`config.mk`:
```
export PLATFORM = sky130hd
export DESIGN_NAME = if_fetch_unit
export DESIGN_NICKNAME = d
export VERILOG_FILES = /design/src/rtl/if_fetch_unit_pkg.sv /design/src/rtl/if_fetch_unit_fifo.sv /design/src/rtl/if_fetch_unit.sv
export SDC_FILE = /design/constraint.sdc
export NUM_CORES = 1
export LEC_CHECK = 0
export BUFFER_PORTS_ARGS = -buffer_cell sky130_fd_sc_hd__buf_4
export CAP_MARGIN = 20
export CORE_MARGIN = 8
export CORE_UTILIZATION = 40
export DETAILED_ROUTE_END_ITERATION = 10
export HOLD_SLACK_MARGIN = 0.02
export PLACE_DENSITY = 0.58
export SETUP_SLACK_MARGIN = 0.15
export SLEW_MARGIN = 10
export SYNTH_ARGS = -nofsm -noshare
export SYNTH_HDL_FRONTEND = slang
export SYNTH_SLANG_ARGS = --single-unit
```
`constraint.sdc`:
```
create_clock -name clk -period 8.1 [get_ports clk]
set_clock_uncertainty 0.15 [all_clocks]
set_input_delay 0 -clock clk [delete_from_list [all_inputs] [get_ports clk]]
set_output_delay 0 -clock clk [all_outputs]
set_load 0.01 [all_outputs]
```
`src/rtl/if_fetch_unit_pkg.sv`:
```
// Shared types and constants for the instruction fetch stage.
//   inst_addr_t / inst_t : 32-bit instruction address and word
//   fetch_entry_t        : {pc, inst} pair held in the prefetch FIFO
//   if_state_e           : fetch request FSM encoding
package if_fetch_unit_pkg;

  localparam int INST_ADDR_W = 32;
  localparam int INST_W      = 32;

  typedef logic [INST_ADDR_W-1:0] inst_addr_t;
  typedef logic [INST_W-1:0]      inst_t;

  localparam inst_t      ZERO_WORD  = '0;
  localparam inst_addr_t IF_PC_STEP = 32'd4;

  typedef enum logic [1:0] {
    IF_IDLE = 2'd0,   // no request outstanding
    IF_BUSY = 2'd1,   // request outstanding, data will be kept
    IF_DROP = 2'd2    // request outstanding, data will be discarded
  } if_state_e;

  typedef struct packed {
    inst_addr_t pc;
    inst_t      inst;
  } fetch_entry_t;

  // Redirect targets are forced onto a word boundary.
  function automatic inst_addr_t word_align(input inst_addr_t a);
    return a & ~32'h3;
  endfunction

endpackage

```
`src/rtl/if_fetch_unit_fifo.sv`:
```
// Synchronous prefetch FIFO holding {pc, inst} entries.
//   clk, rst : clock, synchronous active-high reset
//   push/din : write din at the tail
//   pop/dout : dout is the head entry (combinational), pop advances it
//   clear    : empty the FIFO (pointers and count)
//   count    : number of valid entries; the only status output
// DEPTH must be a power of two so the pointers wrap naturally.
module if_fifo #(
  parameter  int WIDTH = 64,
  parameter  int DEPTH = 2,
  localparam int PTR_W = $clog2(DEPTH),
  localparam int CNT_W = PTR_W + 1
) (
  input  logic             clk,
  input  logic             rst,
  input  logic             push,
  input  logic             pop,
  input  logic             clear,
  input  logic [WIDTH-1:0] din,
  output logic [WIDTH-1:0] dout,
  output logic [CNT_W-1:0] count
);

  logic [WIDTH-1:0] mem [DEPTH];
  logic [PTR_W-1:0] wr_ptr, rd_ptr;

  always_ff @(posedge clk) begin
    if (rst || clear) begin
      wr_ptr <= '0;
      rd_ptr <= '0;
      count  <= '0;
    end else begin
      if (push) wr_ptr <= wr_ptr + 1'b1;
      if (pop)  rd_ptr <= rd_ptr + 1'b1;
      count <= count + CNT_W'(push) - CNT_W'(pop);
    end
  end

  // Storage carries no reset; only count decides what is valid.
  always_ff @(posedge clk) begin
    if (push && !clear) mem[wr_ptr] <= din;
  end

  assign dout = mem[rd_ptr];

endmodule

```
`src/rtl/if_fetch_unit.sv`:
```
// Instruction fetch stage.
// Keeps the fetch PC, issues one outstanding req/ack read at a time to
// instruction memory, buffers returned words in a prefetch FIFO and drives
// the registered IF/ID outputs toward decode.
//   clk, rst       : clock, synchronous active-high reset
//   stall_i        : decode stall, hold if_* outputs and do not pop
//   flush_i        : redirect, discard FIFO, in-flight data and outputs
//   new_pc_i       : redirect target (low two bits ignored)
//   imem_req_o     : registered read request, held until the ack cycle
//   imem_addr_o    : registered word address, stable while req is high
//   imem_ack_i     : read complete, imem_rdata_i valid this cycle
//   imem_rdata_i   : instruction word
//   if_pc_o        : PC of if_inst_o
//   if_inst_o      : instruction to decode, zero (NOP) when not valid
//   if_valid_o     : if_inst_o holds a fetched instruction
module if_fetch_unit
  import if_fetch_unit_pkg::*;
#(
  parameter logic [31:0] RESET_PC   = 32'h0000_0000,
  parameter int          FIFO_DEPTH = 2
) (
  input  logic        clk,
  input  logic        rst,
  input  logic        stall_i,
  input  logic        flush_i,
  input  logic [31:0] new_pc_i,
  output logic        imem_req_o,
  output logic [31:0] imem_addr_o,
  input  logic        imem_ack_i,
  input  logic [31:0] imem_rdata_i,
  output logic [31:0] if_pc_o,
  output logic [31:0] if_inst_o,
  output logic        if_valid_o
);

  localparam int CNT_W = $clog2(FIFO_DEPTH) + 1;

  if_state_e        state, state_n;
  inst_addr_t       fetch_pc, fetch_pc_n, addr_n;
  logic             push, pop, has_room;
  logic [CNT_W-1:0] count, count_n;
  fetch_entry_t     fifo_din, fifo_dout;

  // Only a BUSY ack keeps its data; DROP acks and flushed acks are discarded.
  assign push     = (state == IF_BUSY) && imem_ack_i && !flush_i;
  assign pop      = !flush_i && !stall_i && (count != '0);
  assign count_n  = count + CNT_W'(push) - CNT_W'(pop);
  // A new request is only issued when its data is guaranteed a slot.
  assign has_room = count_n < CNT_W'(FIFO_DEPTH);
  assign fifo_din = '{pc: fetch_pc, inst: imem_rdata_i};

  if_fifo #(
    .WIDTH ($bits(fetch_entry_t)),
    .DEPTH (FIFO_DEPTH)
  ) u_fifo (
    .clk   (clk),
    .rst   (rst),
    .push  (push),
    .pop   (pop),
    .clear (flush_i),
    .din   (fifo_din),
    .dout  (fifo_dout),
    .count (count)
  );

  always_comb begin
    state_n    = state;
    fetch_pc_n = fetch_pc;
    addr_n     = imem_addr_o;
    case (state)
      IF_IDLE: begin
        if (flush_i)       fetch_pc_n = word_align(new_pc_i);
        else if (has_room) state_n    = IF_BUSY;
      end
      IF_BUSY: begin
        if (flush_i) begin
          fetch_pc_n = word_align(new_pc_i);
          // Without the ack the request is still live and must run to completion.
          state_n    = imem_ack_i ? IF_IDLE : IF_DROP;
        end else if (imem_ack_i) begin
          fetch_pc_n = fetch_pc + IF_PC_STEP;
          state_n    = has_room ? IF_BUSY : IF_IDLE;
        end
      end
      IF_DROP: begin
        if (flush_i)    fetch_pc_n = word_align(new_pc_i);
        if (imem_ack_i) state_n    = IF_IDLE;
      end
      default: state_n = IF_IDLE;
    endcase
    // Address only moves when a fresh request is launched; in BUSY without an
    // ack fetch_pc_n equals the current address, and DROP keeps the old one.
    if (state_n == IF_BUSY) addr_n = fetch_pc_n;
  end

  always_ff @(posedge clk) begin
    if (rst) begin
      state       <= IF_IDLE;
      fetch_pc    <= RESET_PC;
      imem_req_o  <= 1'b0;
      imem_addr_o <= RESET_PC;
    end else begin
      state       <= state_n;
      fetch_pc    <= fetch_pc_n;
      imem_req_o  <= (state_n != IF_IDLE);
      imem_addr_o <= addr_n;
    end
  end

  // IF/ID register: flush beats stall, stall beats pop.
  always_ff @(posedge clk) begin
    if (rst || flush_i) begin
      if_valid_o <= 1'b0;
      if_pc_o    <= '0;
      if_inst_o  <= ZERO_WORD;
    end else if (!stall_i) begin
      if (count != '0) begin
        if_valid_o <= 1'b1;
        if_pc_o    <= fifo_dout.pc;
        if_inst_o  <= fifo_dout.inst;
      end else begin
        if_valid_o <= 1'b0;
        if_inst_o  <= ZERO_WORD;
      end
    end
  end

endmodule
```
Yosys cells after proc, flatten, opt, wreduce, memory -nomap -nowiden
Memory sizes are Yosys's and may differ from the RTL's. A register that Yosys moved wholly into a read port is not among the register bits.
Index checks and enable logic that the tools add are counted.
{"block": "word_totals", "register_bits": 136, "mem_bits_rw": 128, "inputBits": 69, "output_inout_bits": 98, "wordCells": 52, "n_memories": 1}
{"block": "classes", "addsub": 5, "order_cmp": 1, "eq_ne": 3, "muxes": 18, "bitwise_logic": 1, "n_reduce_logical": 13}
{"name": "u_fifo.mem", "words": 2, "word_bits": 64, "rd": 1, "rd_ports_with_merged_regs": 1, "write_ports": 1, "line": "if_fetch_unit_fifo.sv:24", "source": "logic [WIDTH-1:0] mem [DEPTH];"}
{"operator": "$mux 32", "count": 4}
{"operator": "$pmux 32 s2", "count": 1}
{"operator": "$add 32x3->32 const B", "count": 1}
{"operator": "$mux 2", "count": 6}
{"operator": "$mux 1", "count": 6}
{"operator": "$pmux 2 s3", "count": 1}
{"operator": "$logic_and 1x1->1", "count": 5}
{"operator": "$eq 2x1->1 const B", "count": 2}
{"operator": "$reduce_bool 2->1", "count": 2}
{"operator": "$add 1x1->1 const B", "count": 2}
{"operator": "$add 2x1->2", "count": 1}
{"operator": "$eq 2x2->1 const B", "count": 1}
{"operator": "$logic_not 1->1", "count": 2}
{"operator": "$logic_not 2->1", "count": 1}
{"operator": "$lt 2x2->1 const B", "count": 1}
{"operator": "$reduce_and 2->1", "count": 1}
{"operator": "$reduce_or 2->1", "count": 1}
{"operator": "$sub 2x1->2", "count": 1}
{"operator": "$logic_or 1x1->1", "count": 1}
{"operator": "$not 1->1", "count": 1}

Longest topological paths before layout
{"block": "logic_depth", "ltp_word": 11, "mapped_depth": 12, "ltp_nobuf": 11}

Hierarchy
From an unflattened synthesis, not the netlist that was laid out.
{"block": "unflattened", "hier_cells": 938, "area_unflattened_um2": 10993.0}
{"mod": "if_fetch_unit", "instances": 1, "cells_per_inst": 720, "area_each_um2": 5855.6, "seq_area_each_um2": 2642.5}
{"mod": "if_fifo", "instances": 1, "cells_per_inst": 218, "area_each_um2": 5137.4, "seq_area_each_um2": 3943.8}

Worst setup path before layout
OpenSTA, ideal clock, no wires.
{"block": "synth_timing", "kind": "flip-flop to flip-flop", "startpoint": "reg state[0]", "endpoint": "mem u_fifo.mem[0][0] (enable)", "setup_time_ns": 0.564, "arrival_ns": 5.281, "required_time_ns": 7.386, "slack_ns": 2.105, "path_stages_with_launch": 4, "n_path_buf": 1, "synth_period_minus_slack_ns": 5.995, "cell_sequence": "dfxtp_1 -> clkbuf_1 -> nand3b_1 -> nor3_1"}
{"block": "synth_between", "elab_chain_len": 6}
{"item": "start: declaration", "line": "if_fetch_unit.sv:38", "source": "if_state_e state, state_n;"}
{"item": "start signal: assignment", "line": "if_fetch_unit.sv:103", "source": "state <= state_n;"}
{"item": "$eq 2x1->1", "line": "if_fetch_unit.sv:45", "source": "assign push = (state == IF_BUSY) && imem_ack_i && !flush_i;"}
{"item": "$logic_and 1x1->1 (2 in a row)", "line": "if_fetch_unit.sv:45"}
{"item": "$logic_and 1x1->1", "line": "if_fetch_unit_fifo.sv:41", "source": "if (push && !clear) mem[wr_ptr] <= din;"}
{"item": "$mux 1", "line": "if_fetch_unit_fifo.sv:41"}
{"item": "$mux 1 (not written as such)", "line": "if_fetch_unit_fifo.sv:41"}
{"item": "end: declaration", "line": "if_fetch_unit_fifo.sv:24"}
No other way between the ends.

Worst setup path after layout
{"block": "layout_timing", "startpoint": "reg state[1]", "endpoint": "reg imem_addr_o[23]"}
{"block": "layout_between", "elab_chain_len": 11, "word_cells_on_any_way": 18, "cone_classes": "add/sub: 2; order compare: 1; eq/ne: 3; mux: 8; reduce/logical: 4"}
{"item": "$eq 2x1->1", "line": "if_fetch_unit.sv:45, if_fetch_unit.sv:70"}
{"item": "$logic_and 1x1->1 (2 in a row)", "line": "if_fetch_unit.sv:45"}
{"item": "$add 2x1->2", "line": "if_fetch_unit.sv:47", "source": "assign count_n = count + CNT_W'(push) - CNT_W'(pop);"}
{"item": "$sub 2x1->2", "line": "if_fetch_unit.sv:47"}
{"item": "$lt 2x2->1", "line": "if_fetch_unit.sv:49", "source": "assign has_room = count_n < CNT_W'(FIFO_DEPTH);"}
{"item": "$mux 1", "line": "if_fetch_unit.sv:82", "source": "state_n = has_room ? IF_BUSY : IF_IDLE;"}
{"item": "$mux 2", "line": "if_fetch_unit.sv:80", "source": "end else if (imem_ack_i) begin"}
{"item": "$mux 2", "line": "if_fetch_unit.sv:76", "source": "if (flush_i) begin"}
{"item": "$pmux 2 s3", "line": "if_fetch_unit.sv:70", "source": "case (state)"}
{"item": "$eq 2x1->1", "line": "if_fetch_unit.sv:93", "source": "if (state_n == IF_BUSY) addr_n = fetch_pc_n;"}
{"item": "end signal: assignment", "line": "if_fetch_unit.sv:106", "source": "imem_addr_o <= addr_n;"}
{"item": "end: declaration", "line": "if_fetch_unit.sv:28", "source": "output logic [31:0] imem_addr_o,"}
Parallel ways exist; a longest one is shown, timed or not.
A chain may end at the register's enable or synchronous reset.

==> impl_metrics.toml <==
[final_layout]
fin_util = 0.537
drive_above_1_share = 0.241
syn_to_final_growth_pct = 32.1
n_antenna_cell = 0
fin_cells = 1432
final_nets = 1152

[run]
max_cap_violations = 0

[grt]
grt_pass1_vias = 7367
grt_remaining_overflow = 0
grt_antenna_before_repair = 0
grt.total_usage = 0.168
grt_max_degree = 82
grt_pass1_wl_um = 41900

[clock_network]
cts_resized = 0
cts_tree = "done"
cts_root_buffer = "clkbuf_16"
htreeDepth = 1
clockBufferDepth = 3
clkSinkCount = 265
clk_pin_slew_ps = 60
clk_latency_ps = 540
cts.repair_timing.setup_buffer_count = 0
numCtsBuffers = 28

[min_path]
min_to = "u_fifo.mem[1][24]"
worstHoldPathCells = 2
hold_start = "imem_rdata_i[24]"
hp-class = "input pin to register"

[synthesis]
avgSynthCellArea_sq_um = 12.0
synth_common_cells = "137 x dfxtp_1, 128 x edfxtp_1, 108 x nor2_1, 39 x clkbuf_1, 39 x nand2_1"
synth_seq_area_share = 0.643
synth-seq-cells = 265
ys_types = 68
synth_flop_cell = "dfxtp_1"
async_flop_share = 0
netlist.area_leader.share = 0.376
synth_nets = 922
syn_inst = 850
synth_most_common_cell = "dfxtp_1"
yosys-top-cells-area = "edfxtp_1 38%, dfxtp_1 27%, nor2_1 4.0%"
syn-cell-area_sq_um = 10200
ys_warn_count = 0
synth_largest_area_cell = "edfxtp_1"
synth-edff-count = 128

[critical_path]
reg2reg_depth = 9
ff2ff_setup_slack_ps = 4490
worst-setup-path-type = "register to register"
required_ps = 8400
r2r_end = "imem_addr_o[23]"
cp_max_fo = 23
r2r_start = "state[1]"
critPathCaptureType = "register"
startpoint_type = "register"
cp_data_arrival_time_ps = 3910

[power]
power_frac_clock = 0.436
power_w = 0.00296
switching_power_w = 0.000648
ir_drop_mv = 0.142
power_frac_comb = 0.067
switching_share = 0.219
p_leak_nw = 4.86
pwr-share-seq = 0.496
pwr_density_cell_nw_per_um2 = 219
power.internal_w = 0.00231

[timing]
relSlewSlack = 0.292
worstMarginPinSlew_ps = 1060
max_freq_mhz = 277
setup_viol = 0
fin_crit_ps = 3610
timing.final.crit_share = 0.446
rsz0062_at_grt = "no"
hold_viol = 0
drv_slew = 0
whs_ps = 50.1
fin_setup_tns_ps = 0

[place]
dpl.hpwl_um = 16500
post-place-cells = 1292
port_buffers = 164
gp_congestion = 0.886

[drt]
viasPerCell = 5.30
drc = 0
route.met2.wl_um = 12200
antenna_left = 0
drt-total-wl_um = 26600
drt_iter0_markers = 688
vias = 7585
wl_per_cell_um = 18.6
wl_met1_um = 12300
dr_wl_met3_um = 1720
routed.top_layer = "met4"
drtPass1Iterations = 5

[floorplan]
start_util = 0.406
pin_count = 167
die_h_um = 176
dieWidth_um = 176
rows = 58
die-area_sq_um = 31000
core_area_sq_um = 25200

[outcome]
status = "finished clean"
registers in the layout, indices dropped and copies added, names as in the netlist, named ones only:
name / count
u_fifo.mem: 128
fetch_pc: 32
if_inst_o: 32
if_pc_o: 32
imem_addr_o: 32
state: 2
u_fifo.count: 2
if_valid_o: 1
imem_req_o: 1
u_fifo.rd_ptr: 1
u_fifo.wr_ptr: 1
metal layers:
| metal | up-vias | GRT usage |
|---|---|---|
| met4 | 0 | 0.0417 |
| met1 | 3624 | 0.234 |
| li1 | 3670 | - |
| met5 | - | 0 |
| met2 | 257 | 0.261 |
| met3 | 34 | 0.0370 |
cell families (layout without fill, tap and decap cells):
| kind of cell | after synthesis | count (layout) | synth area share |
|---|---|---|---|
| mux | 66 | 66 | 0.0685 |
| compound gates | 191 | 191 | 0.132 |
| flops | 265 | 265 | 0.643 |
| fa+ha+maj | 3 | 3 | 0.00367 |
| buf+inv | 66 | 318 | 0.0273 |
| simple gates | 248 | 248 | 0.116 |
| xor+xnor | 11 | 11 | 0.00941 |
power groups by stage:
stage	sequential [W]	clock (W)	combinational, W
6_report	0.00147	0.00129	0.000198
5_1_grt	0.00147	0.00138	0.000216
4_1_cts	0.00147	0.00132	0.000199
3_5_place_dp	0.00150	0	0.000163
3_3_place_gp	0.00150	0	0.000162
2_1_floorplan	0.00149	0	0.0000827
critical path: stages, from the launching register on:
cell	delay, ps
dfxtp_1	670
nand3b_1	320
nor2_1	150
ha_1	220
xor2_1	150
xnor2_1	290
o21a_1	650
buf_4	380
nand2_1	230
o32ai_1	310
area by class of cell:
cell class / instances / area [sq um]
multi-input combinational: 519 / 3390
clock inverter: 18 / 211
tap: 330 / 413
inverter: 8 / 30.0
timing repair buffer: 258 / 2160
sequential: 265 / 6590
clock buffer: 34 / 733
fill: 2176 / 11700
what timing repair did:
action                     in CTS  in global routing
setup endpoints to repair       0                  0
hold endpoints to repair      159                  0
hold buffers                   88                  0
layout by cell type (no fill, tap or decap), types with 4 or more instances in the layout:
master           n
o31a_1           5
a211oi_1        37
mux2_2          32
clkbuf_1         5
inv_1            7
mux2i_1         34
o31ai_1          5
nor2_1         107
o32ai_1          4
dlygate4sd3_1   88
clkbuf_16       28
xor2_1           6
o22ai_1          9
buf_4          170
o21ai_1          5
o221ai_1         4
nand2_1         38
edfxtp_1       128
o21ai_0         15
a21oi_1         31
and2_1           8
bufinv_16        4
and4_1           5
a22oi_1         36
a31oi_1          5
nor4_1          11
nand3_1         23
xnor2_1          5
nand4_1         12
and3_1           8
dfxtp_1        136
clkinv_2         7
nor3_1          15
worst max path at each step:
stage | from | end | slack, ps
finish | state[1] | imem_addr_o[23] | 4490
global route | state[1] | imem_addr_o[23] | 4190
CTS | state[1] | imem_addr_o[23] | 4440
detailed placement | state[1] | imem_addr_o[23] | 4460
global placement | state[1] | imem_addr_o[23] | 4530
floorplan | state[0] | u_fifo.mem[0][0] | 2100
per-stage QoR:
stage	instance area, sq um	setup WS (ps)
after detailed placement	11700	4460
after floorplan	10200	2100
after global routing	13500	4190
after global placement	11700	4530
after CTS	13500	4440
final	13500	4490
(Power assumes the default switching activity.)
